$ cat src/rtl/mem_sram_controller_pkg.sv
// Shared types and constants for the memory-stage SRAM controller.
package mem_sram_controller_pkg;

    typedef enum logic [1:0] {
        ST_IDLE = 2'd0,
        ST_LOW  = 2'd1,
        ST_HIGH = 2'd2,
        ST_DONE = 2'd3
    } sram_state_e;

    localparam logic [31:0] DEFAULT_DATA_BASE = 32'd1024;
    localparam int          PHASE_CNT_W       = 3;

    // Byte offset into the data region; wraps modulo 2^32 by construction.
    function automatic logic [31:0] data_offset(input logic [31:0] byte_addr,
                                                input logic [31:0] base);
        return byte_addr - base;
    endfunction

endpackage

$ cat src/rtl/mem_sram_controller_wait_counter.sv
// Phase timer: counts up from 0 while enabled, pulses done on the last cycle of a phase.
module mem_sram_controller_wait_counter
    import mem_sram_controller_pkg::*;
#(
    parameter int SRAM_WAIT = 2
)
(
    input  logic clk,
    input  logic rst,
    input  logic restart,
    input  logic enable,
    output logic done
);

    localparam logic [PHASE_CNT_W-1:0] LAST = PHASE_CNT_W'(SRAM_WAIT - 1);

    logic [PHASE_CNT_W-1:0] count;

    always_ff @(posedge clk or negedge rst) begin
        if (!rst) begin
            count <= '0;
        end else if (restart) begin
            count <= '0;
        end else if (enable) begin
            count <= count + PHASE_CNT_W'(1);
        end
    end

    assign done = enable && (count == LAST);

endmodule

$ cat src/rtl/mem_sram_controller.sv
// Load/store controller for a 16-bit async SRAM; each 32-bit word is two halfword phases.
//
// state | meaning
// IDLE  | waiting for rd_en/wr_en; latches op, address and store data
// LOW   | low halfword on the SRAM for SRAM_WAIT cycles
// HIGH  | high halfword on the SRAM for SRAM_WAIT cycles
// DONE  | one cycle, load data valid, pipeline released
module mem_sram_controller
    import mem_sram_controller_pkg::*;
#(
    parameter logic [31:0] DATA_BASE = DEFAULT_DATA_BASE,
    parameter int          SRAM_WAIT = 2,
    parameter int          SRAM_AW   = 18
)
(
    input  logic               clk,
    input  logic               rst,
    input  logic               rd_en,
    input  logic               wr_en,
    input  logic [31:0]        address,
    input  logic [31:0]        write_data,
    output logic [31:0]        read_data,
    output logic               ready,
    output logic [SRAM_AW-1:0] sram_addr,
    output logic [15:0]        sram_dq_out,
    output logic               sram_dq_oe,
    input  logic [15:0]        sram_dq_in,
    output logic               sram_we_n
);

    sram_state_e        state_q;
    sram_state_e        state_d;
    logic               request;
    logic               op_write_q;
    logic [SRAM_AW-2:0] index_q;
    logic [15:0]        wdata_hi_q;
    logic [31:0]        offset;
    logic [SRAM_AW-2:0] word_idx;
    logic               offset_unused;
    logic               phase_done;
    logic               phase_restart;
    logic               phase_active;

    assign request  = rd_en | wr_en;
    assign offset   = data_offset(address, DATA_BASE);
    assign word_idx = offset[SRAM_AW:2];
    // Sub-word bits and bits above the SRAM range are intentionally dropped.
    assign offset_unused = ^{offset[31:SRAM_AW+1], offset[1:0]};

    assign phase_active  = (state_q == ST_LOW) || (state_q == ST_HIGH);
    assign phase_restart = (state_d != state_q);

    mem_sram_controller_wait_counter #(
        .SRAM_WAIT (SRAM_WAIT)
    ) u_wait_counter (
        .clk     (clk),
        .rst     (rst),
        .restart (phase_restart),
        .enable  (phase_active),
        .done    (phase_done)
    );

    always_comb begin
        state_d = state_q;
        case (state_q)
            ST_IDLE: if (request)    state_d = ST_LOW;
            ST_LOW:  if (phase_done) state_d = ST_HIGH;
            ST_HIGH: if (phase_done) state_d = ST_DONE;
            ST_DONE:                 state_d = ST_IDLE;
            default:                 state_d = ST_IDLE;
        endcase
    end

    assign ready = ((state_q == ST_IDLE) && !request) || (state_q == ST_DONE);

    // SRAM strobes are registered so we_n/oe never glitch on the pads.
    always_ff @(posedge clk or negedge rst) begin
        if (!rst) begin
            state_q     <= ST_IDLE;
            op_write_q  <= 1'b0;
            index_q     <= '0;
            wdata_hi_q  <= '0;
            read_data   <= '0;
            sram_addr   <= '0;
            sram_dq_out <= '0;
            sram_dq_oe  <= 1'b0;
            sram_we_n   <= 1'b1;
        end else begin
            state_q <= state_d;
            case (state_q)
                ST_IDLE: begin
                    if (request) begin
                        op_write_q  <= wr_en;
                        index_q     <= word_idx;
                        wdata_hi_q  <= write_data[31:16];
                        sram_addr   <= {word_idx, 1'b0};
                        sram_dq_out <= wr_en ? write_data[15:0] : 16'h0000;
                        sram_dq_oe  <= wr_en;
                        sram_we_n   <= ~wr_en;
                    end
                end
                ST_LOW: begin
                    if (phase_done) begin
                        if (!op_write_q) begin
                            read_data[15:0] <= sram_dq_in;
                        end
                        sram_addr   <= {index_q, 1'b1};
                        sram_dq_out <= op_write_q ? wdata_hi_q : 16'h0000;
                    end
                end
                ST_HIGH: begin
                    if (phase_done) begin
                        if (!op_write_q) begin
                            read_data[31:16] <= sram_dq_in;
                        end
                        sram_dq_out <= 16'h0000;
                        sram_dq_oe  <= 1'b0;
                        sram_we_n   <= 1'b1;
                    end
                end
                default: begin
                end
            endcase
        end
    end

endmodule

$ cat config.mk
export PLATFORM = sky130hd
export DESIGN_NAME = mem_sram_controller
export DESIGN_NICKNAME = d
export VERILOG_FILES = /design/src/rtl/mem_sram_controller_pkg.sv /design/src/rtl/mem_sram_controller_wait_counter.sv /design/src/rtl/mem_sram_controller.sv
export SDC_FILE = /design/constraint.sdc
export NUM_CORES = 1
export LEC_CHECK = 0
export BUFFER_PORTS_ARGS = -buffer_cell sky130_fd_sc_hd__buf_2
export CORE_ASPECT_RATIO = 0.6
export CORE_MARGIN = 5
export CORE_UTILIZATION = 50
export CTS_BUF_LIST = sky130_fd_sc_hd__clkbuf_16
export CTS_CLUSTER_DIAMETER = 40
export DETAILED_ROUTE_END_ITERATION = 6
export PLACE_DENSITY = 0.79
export SLEW_MARGIN = 20
export SYNTH_ARGS = -nofsm -noshare
export SYNTH_HDL_FRONTEND = slang
export SYNTH_SLANG_ARGS = --single-unit
$ cat constraint.sdc
create_clock -name clk -period 3.25 [get_ports clk]
set_input_delay 0.325 -clock clk [delete_from_list [all_inputs] [get_ports clk]]
set_output_delay 0.325 -clock clk [all_outputs]
set_load 0.03 [all_outputs]
==> flow_metrics.env, run 1 <==
export IMPL_grt_max_degree=90
export IMPL_finalHoldViolations=0
export IMPL_grt_pass1_vias=3565
export IMPL_wirelength_um=10800
export IMPL_htree_num_levels=3
export IMPL_yosys_area_share_simple_pct=8.70
export IMPL_antennaDiodeCount=0
export IMPL_drc=0
export IMPL_finalCritPeriodShare_pct=80.2
export IMPL_die_y_um=84.7
export IMPL_hp_class="in -> async"
export IMPL_initial_core_util_pct=50.9
export IMPL_fin_util_pct=62.9
export IMPL_syn_to_final_growth_pct=23.5
export IMPL_relSlewSlack_pct=47.2
export IMPL_first_pass_iters=4
export IMPL_setup_tns_ps=0
export IMPL_hpwl_um=7860
export IMPL_viasPerCell=5.28
export IMPL_antenna_left=0
export IMPL_synthAdderAreaFrac_pct=2.42
export IMPL_skew_ps=10.7
export IMPL_rows=27
export IMPL_cts_resized=0
export IMPL_fillers=741
export IMPL_instances_no_fill=643
export IMPL_tightest_slew_ps=792
export IMPL_gp_congestion=0.746
export IMPL_dieArea_um2=11400
export IMPL_cap_violations=0
export IMPL_yosys_warnings=0
export IMPL_ios=153
export IMPL_cp_data_required_time_ps=3470
export IMPL_grt_usage_pct=19.7
export IMPL_io_buffers=137
export IMPL_muxShareOfSynthArea_pct=16.2
export IMPL_synthArstFlopShare_pct=100
export IMPL_arrival_ps=2820
export IMPL_synth_top_family_by_area="multiplexers"
export IMPL_drive_gt1_share_pct=43.6
export IMPL_power_density_nw_per_um2=1130
export IMPL_route_detailed_wl_per_inst_um=16.7
export IMPL_syn_area_per_cell_um2=12.0
export IMPL_endpoint_kind="flop"
export IMPL_hold_buffers=0
export IMPL_fin_ws_ps=642
export IMPL_overflow=0
export IMPL_layout_min_cycle_time_ps=2610
export IMPL_power_mw=6.49
export IMPL_synth_edf_count=0
export IMPL_synth_xor_area_share_pct=1.70
export IMPL_cts_setup_buffers=0
export IMPL_synth_cell_types=43
export IMPL_crit_path_max_fanout=25
export IMPL_peakVddDrop_mv=0.506
export IMPL_clk_pin_slew_ps=70
export IMPL_power_leakage_nw=2.73
export IMPL_drt_initial_drc_count=305
export IMPL_synthFlopType="dfrtp_1"
export IMPL_place_inst=627
export IMPL_die_w_um=134
export IMPL_cts_root_buffer="clkbuf_16"
export IMPL_status="finished, final reports clean"
export IMPL_grt_pass1_wl_um=18000
export IMPL_core_area_um2=9120
export IMPL_max_freq_mhz=383
export IMPL_ys_seq_area_share_pct=57.6
export IMPL_clk_path_buf_depth=2
export IMPL_synthCells=388
export IMPL_cts_sinks=107
export IMPL_antenna_found_initial=0
export IMPL_cts_tree="done"
export IMPL_vias=3398
export IMPL_netlist_area_um2=4650
export IMPL_numCtsBuffers=9
export IMPL_synth_compound_area_share_pct=10.6
export IMPL_slew_viol_final=0
export IMPL_clk_latency_ps=340
export IMPL_synth_seq_cells=107
export IMPL_post_place_ws_ps=659
export IMPL_setup_violations_final=0
export IMPL_rsz0062_at_grt="false"
export IMPL_syn_nets=481
export IMPL_path_class="reg -> reg"
export IMPL_critPathLaunchType="flop"
export IMPL_nNetsFinal=615
[metal layers]
layer	track usage, %	vias to the layer above	part of all wire (%)
met3	5.69	11	6.8
li1	-	1634	-
met4	5.45	0	1.2
met5	0	-	0
met2	31.4	110	47
met1	26.5	1643	45
[area by class of cell]
class / instances / area, µm² / share of cell area, %
flip-flops and latches: 107 / 2680 / 46.7
multi-input cells: 252 / 1860 / 32.4
repair buffers: 145 / 752 / 13.1
clock buffers: 9 / 225 / 3.92
well taps: 116 / 145 / 2.53
clock inverters: 7 / 52.6 / 0.916
inverters: 7 / 26.3 / 0.458
[worst max-delay path, stage by stage, from the launching register on]
cell and delay, ps:
dfrtp_1 450, inv_1 160, ha_1 470, o21ai_4 340, a22oi_1 650, mux2_2 410
[state kept, by name, summed over array words and instances (netlist names)]
register and flops:
index_q 17, sram_dq_oe 1, wdata_hi_q 16, sram_we_n 1, state_q 2, u_wait_counter.count 3, op_write_q 1, read_data 32
sram_dq_out 16, sram_addr 18
[worst paths after layout]
check	start	endpoint	slack, ps	cells past startpoint
max	state_q[0]	sram_addr[12]	640	5
min in group clk	write_data[24]	wdata_hi_q[8]	220	2
max in group asynchronous	rst	index_q[0]	2530	2
max reg2reg	state_q[0]	sram_addr[12]	640	5
min reg2reg	sram_addr[10]	sram_addr[10]	470	2
min	rst	sram_dq_out[5]	30	1
[through the flow]
step	cell area, µm²	hold slack [ps]
5_1_grt	5740	111
4_1_cts	5740	205
3_3_place_gp	5460	457
3_5_place_dp	5460	464
2_1_floorplan	4650	29.4
6_report	5740	32.4
[cells in the final DEF, fill, tap and decap left out, types with 2 or more instances in the layout]
| cell | synthesis | routed |
|---|---|---|
| ha_1 | 9 | 9 |
| nand2_2 | 2 | 2 |
| nand3_1 | 4 | 4 |
| xor2_1 | 4 | 4 |
| nor3b_1 | 2 | 2 |
| dfrtp_1 | 106 | 106 |
| nor3_1 | 2 | 2 |
| clkinv_1 | 0 | 2 |
| or2_2 | 3 | 3 |
| a22oi_1 | 17 | 17 |
| clkbuf_16 | 0 | 9 |
| o211ai_1 | 4 | 4 |
| clkinv_4 | 0 | 3 |
| a211oi_1 | 2 | 2 |
| nor2_1 | 27 | 27 |
| a21oi_1 | 24 | 24 |
| mux2i_1 | 10 | 10 |
| a22o_1 | 2 | 2 |
| buf_2 | 12 | 136 |
| buf_4 | 1 | 8 |
| nand2_1 | 34 | 34 |
| mux2_2 | 58 | 58 |
| xnor2_1 | 5 | 5 |
| inv_1 | 7 | 7 |
| o21ai_0 | 24 | 24 |
[logic make-up after synthesis]
group,after synthesis
mux,68
simple gates,86
flops,107
buf+inv,29
xor+xnor,9
fa+ha+maj,9
compound gates,80
[Yosys cell counts (5+ instances only)]
| library cell | instances | area, µm² |
|---|---|---|
| a22oi_1 | 17 | 128 |
| nor2_1 | 27 | 101 |
| o21ai_0 | 24 | 120 |
| inv_1 | 7 | 26.3 |
| a21oi_1 | 24 | 120 |
| buf_2 | 12 | 60.1 |
| clkbuf_1 | 7 | 26.3 |
| dfrtp_1 | 106 | 2650 |
| xnor2_1 | 5 | 43.8 |
| mux2i_1 | 10 | 100 |
| mux2_2 | 58 | 653 |
| nand2_1 | 34 | 128 |
| ha_1 | 9 | 113 |
[power breakdown]
group / switching (mW) / internal (mW)
clock: 0.478 / 0.524
sequential: 0.351 / 2.00
combinational: 1.99 / 1.14
total: 2.82 / 3.67
Power figures use the tool's default switching activity.
==> run 2: changes to the inputs <==
==> constraint.sdc (replaced) <==
create_clock -name clk -period 2.4 [get_ports clk]
set_input_delay 0.24 -clock clk [delete_from_list [all_inputs] [get_ports clk]]
set_output_delay 0.24 -clock clk [all_outputs]
set_load 0.03 [all_outputs]
==> run 2 against run 1 <==
  * Global-route usage grew 0.20 points
  * Clock-buffer cell count is the same
  * Critical endpoint is now ready
  * Via count grew 3.0%
  * Clock power grew 37%
==> flow_metrics.env, run 2 (synthesized netlist as in run 1, its figures left out) <==
export IMPL_layout_min_cycle_time_ps=2210
export IMPL_drive_gt1_share_pct=44.6
export IMPL_finalCritPeriodShare_pct=92.1
export IMPL_die_w_um=134
export IMPL_max_freq_mhz=453
export IMPL_initial_core_util_pct=50.9
export IMPL_slew_viol_final=0
export IMPL_setup_violations_final=0
export IMPL_antenna_found_initial=0
export IMPL_grt_usage_pct=19.9
export IMPL_core_area_um2=9120
export IMPL_clk_latency_ps=340
export IMPL_cp_data_required_time_ps=2160
export IMPL_route_detailed_wl_per_inst_um=16.7
export IMPL_crit_path_max_fanout=14
export IMPL_route_met3_wl_um=854
export IMPL_finalHoldViolations=0
export IMPL_peakVddDrop_mv=0.697
export IMPL_grt_pass1_vias=3648
export IMPL_arrival_ps=1970
export IMPL_power_density_nw_per_um2=1530
export IMPL_viasPerCell=5.41
export IMPL_clk_path_buf_depth=2
export IMPL_antenna_left=0
export IMPL_rsz0062_at_grt="false"
export IMPL_wirelength_met1_um=4800
export IMPL_holdWs_ps=130
export IMPL_drt_initial_drc_count=286
export IMPL_power_mw=8.88
export IMPL_io_buffers=137
export IMPL_largest_register_ffs=32
export IMPL_cts_root_buffer="clkbuf_16"
export IMPL_dieArea_um2=11400
export IMPL_path_class="reg -> out"
export IMPL_wl_met2_um=5050
export IMPL_grt_pass1_wl_um=18200
export IMPL_clk_pin_slew_ps=70
export IMPL_vias=3501
export IMPL_reg_top3="read_data: 32 flops, sram_addr: 18 flops, index_q: 17 flops"
export IMPL_tightest_slew_ps=665
export IMPL_cts_sinks=107
export IMPL_skew_ps=5.77
export IMPL_nNetsFinal=619
export IMPL_antennaDiodeCount=0
export IMPL_syn_to_final_growth_pct=24.6
export IMPL_die_y_um=84.7
export IMPL_overflow=0
export IMPL_final_cell_mix="136 x buf_2, 105 x dfrtp_1, 58 x mux2_2, 34 x nand2_1, 27 x nor2_1"
export IMPL_regMostFlops="read_data"
export IMPL_placed_cell_area_um2=5490
export IMPL_rows=27
export IMPL_cap_violations=0
export IMPL_endpoint_kind="output pin"
export IMPL_grt_max_degree=52
export IMPL_cts_tree="done"
export IMPL_status="finished, final reports clean"
export IMPL_hp_class="in -> reg"
export IMPL_first_pass_iters=6
export IMPL_setup_tns_ps=0
export IMPL_layout_cells_most_common="buf_2"
export IMPL_ios=153
export IMPL_hpwl_um=7920
export IMPL_htree_num_levels=3
export IMPL_wirelength_um=10800
export IMPL_drc=0
export IMPL_final_area_um2=5790
export IMPL_cts_setup_buffers=0
export IMPL_gp_congestion=0.794
export IMPL_numCtsBuffers=9
export IMPL_critPathLaunchType="flop"
export IMPL_top_layer_used="met4"
export IMPL_relSlewSlack_pct=55.7
export IMPL_fin_ws_ps=190
export IMPL_power_leakage_nw=2.76
export IMPL_post_place_ws_ps=40.3
-- run 2: changes by cell type in the layout (fill, tap and decap cells not counted), sizes merged --
cell	previous run	this run
inv	8	10
dlygate4sd3	0	1
clkinvlp	1	0
buf	145	148
clkinv	5	4
-- run 2: report_power, final --
part | total [mW] | switching (mW) | internal, mW
Sequential | 3.20 | 0.482 | 2.72
Combinational | 4.31 | 2.70 | 1.60
Clock | 1.37 | 0.664 | 0.710
Total | 8.88 | 3.85 | 5.03
-- run 2: final timing paths --
path	from	end	slack (ps)	cells after the start
max reg2reg	state_q[0]	read_data[3]	210	6
max in group asynchronous	rst	sram_addr[10]	1250	3
max	state_q[0]	ready	190	6
min reg2reg	sram_addr[5]	sram_addr[5]	480	2
min	write_data[18]	wdata_hi_q[2]	130	2
min in group asynchronous	rst	sram_dq_out[4]	470	2
-- run 2: cell type report --
type | count | area, µm²
inverters | 7 | 26.3
repair buffers | 149 | 793
clock buffers | 9 | 225
fillers | 722 | 3330
flip-flops and latches | 107 | 2680
multi-input cells | 252 | 1870
clock inverters | 7 | 48.8
well taps | 116 | 145
-- run 2: critical path, stage by stage, from the launching register on --
cell	delay, ps
dfrtp_1	450
inv_1	150
ha_4	240
nor3b_2	170
buf_4	160
or2_2	270
buf_2	180
-- run 2: timing repair --
item,in CTS,in global routing
hold buffers,1,0
hold endpoints to repair,48,0
pin swaps,0,0
setup endpoints to repair,2,54
resized for setup,1,3
-- run 2: through the flow --
step           std cells  utilization, %
2_1_floorplan        388               -
3_3_place_gp         630            60.2
3_5_place_dp         630            60.2
4_1_cts              647            63.4
5_1_grt              647            63.5
6_report             647            63.5
-- run 2: per-layer routing --
| layer | vias up | track usage (%) |
|---|---|---|
| met5 | - | 0 |
| met4 | 0 | 4.90 |
| met3 | 10 | 7.01 |
| met2 | 127 | 30.8 |
| met1 | 1732 | 27.1 |
| li1 | 1632 | - |
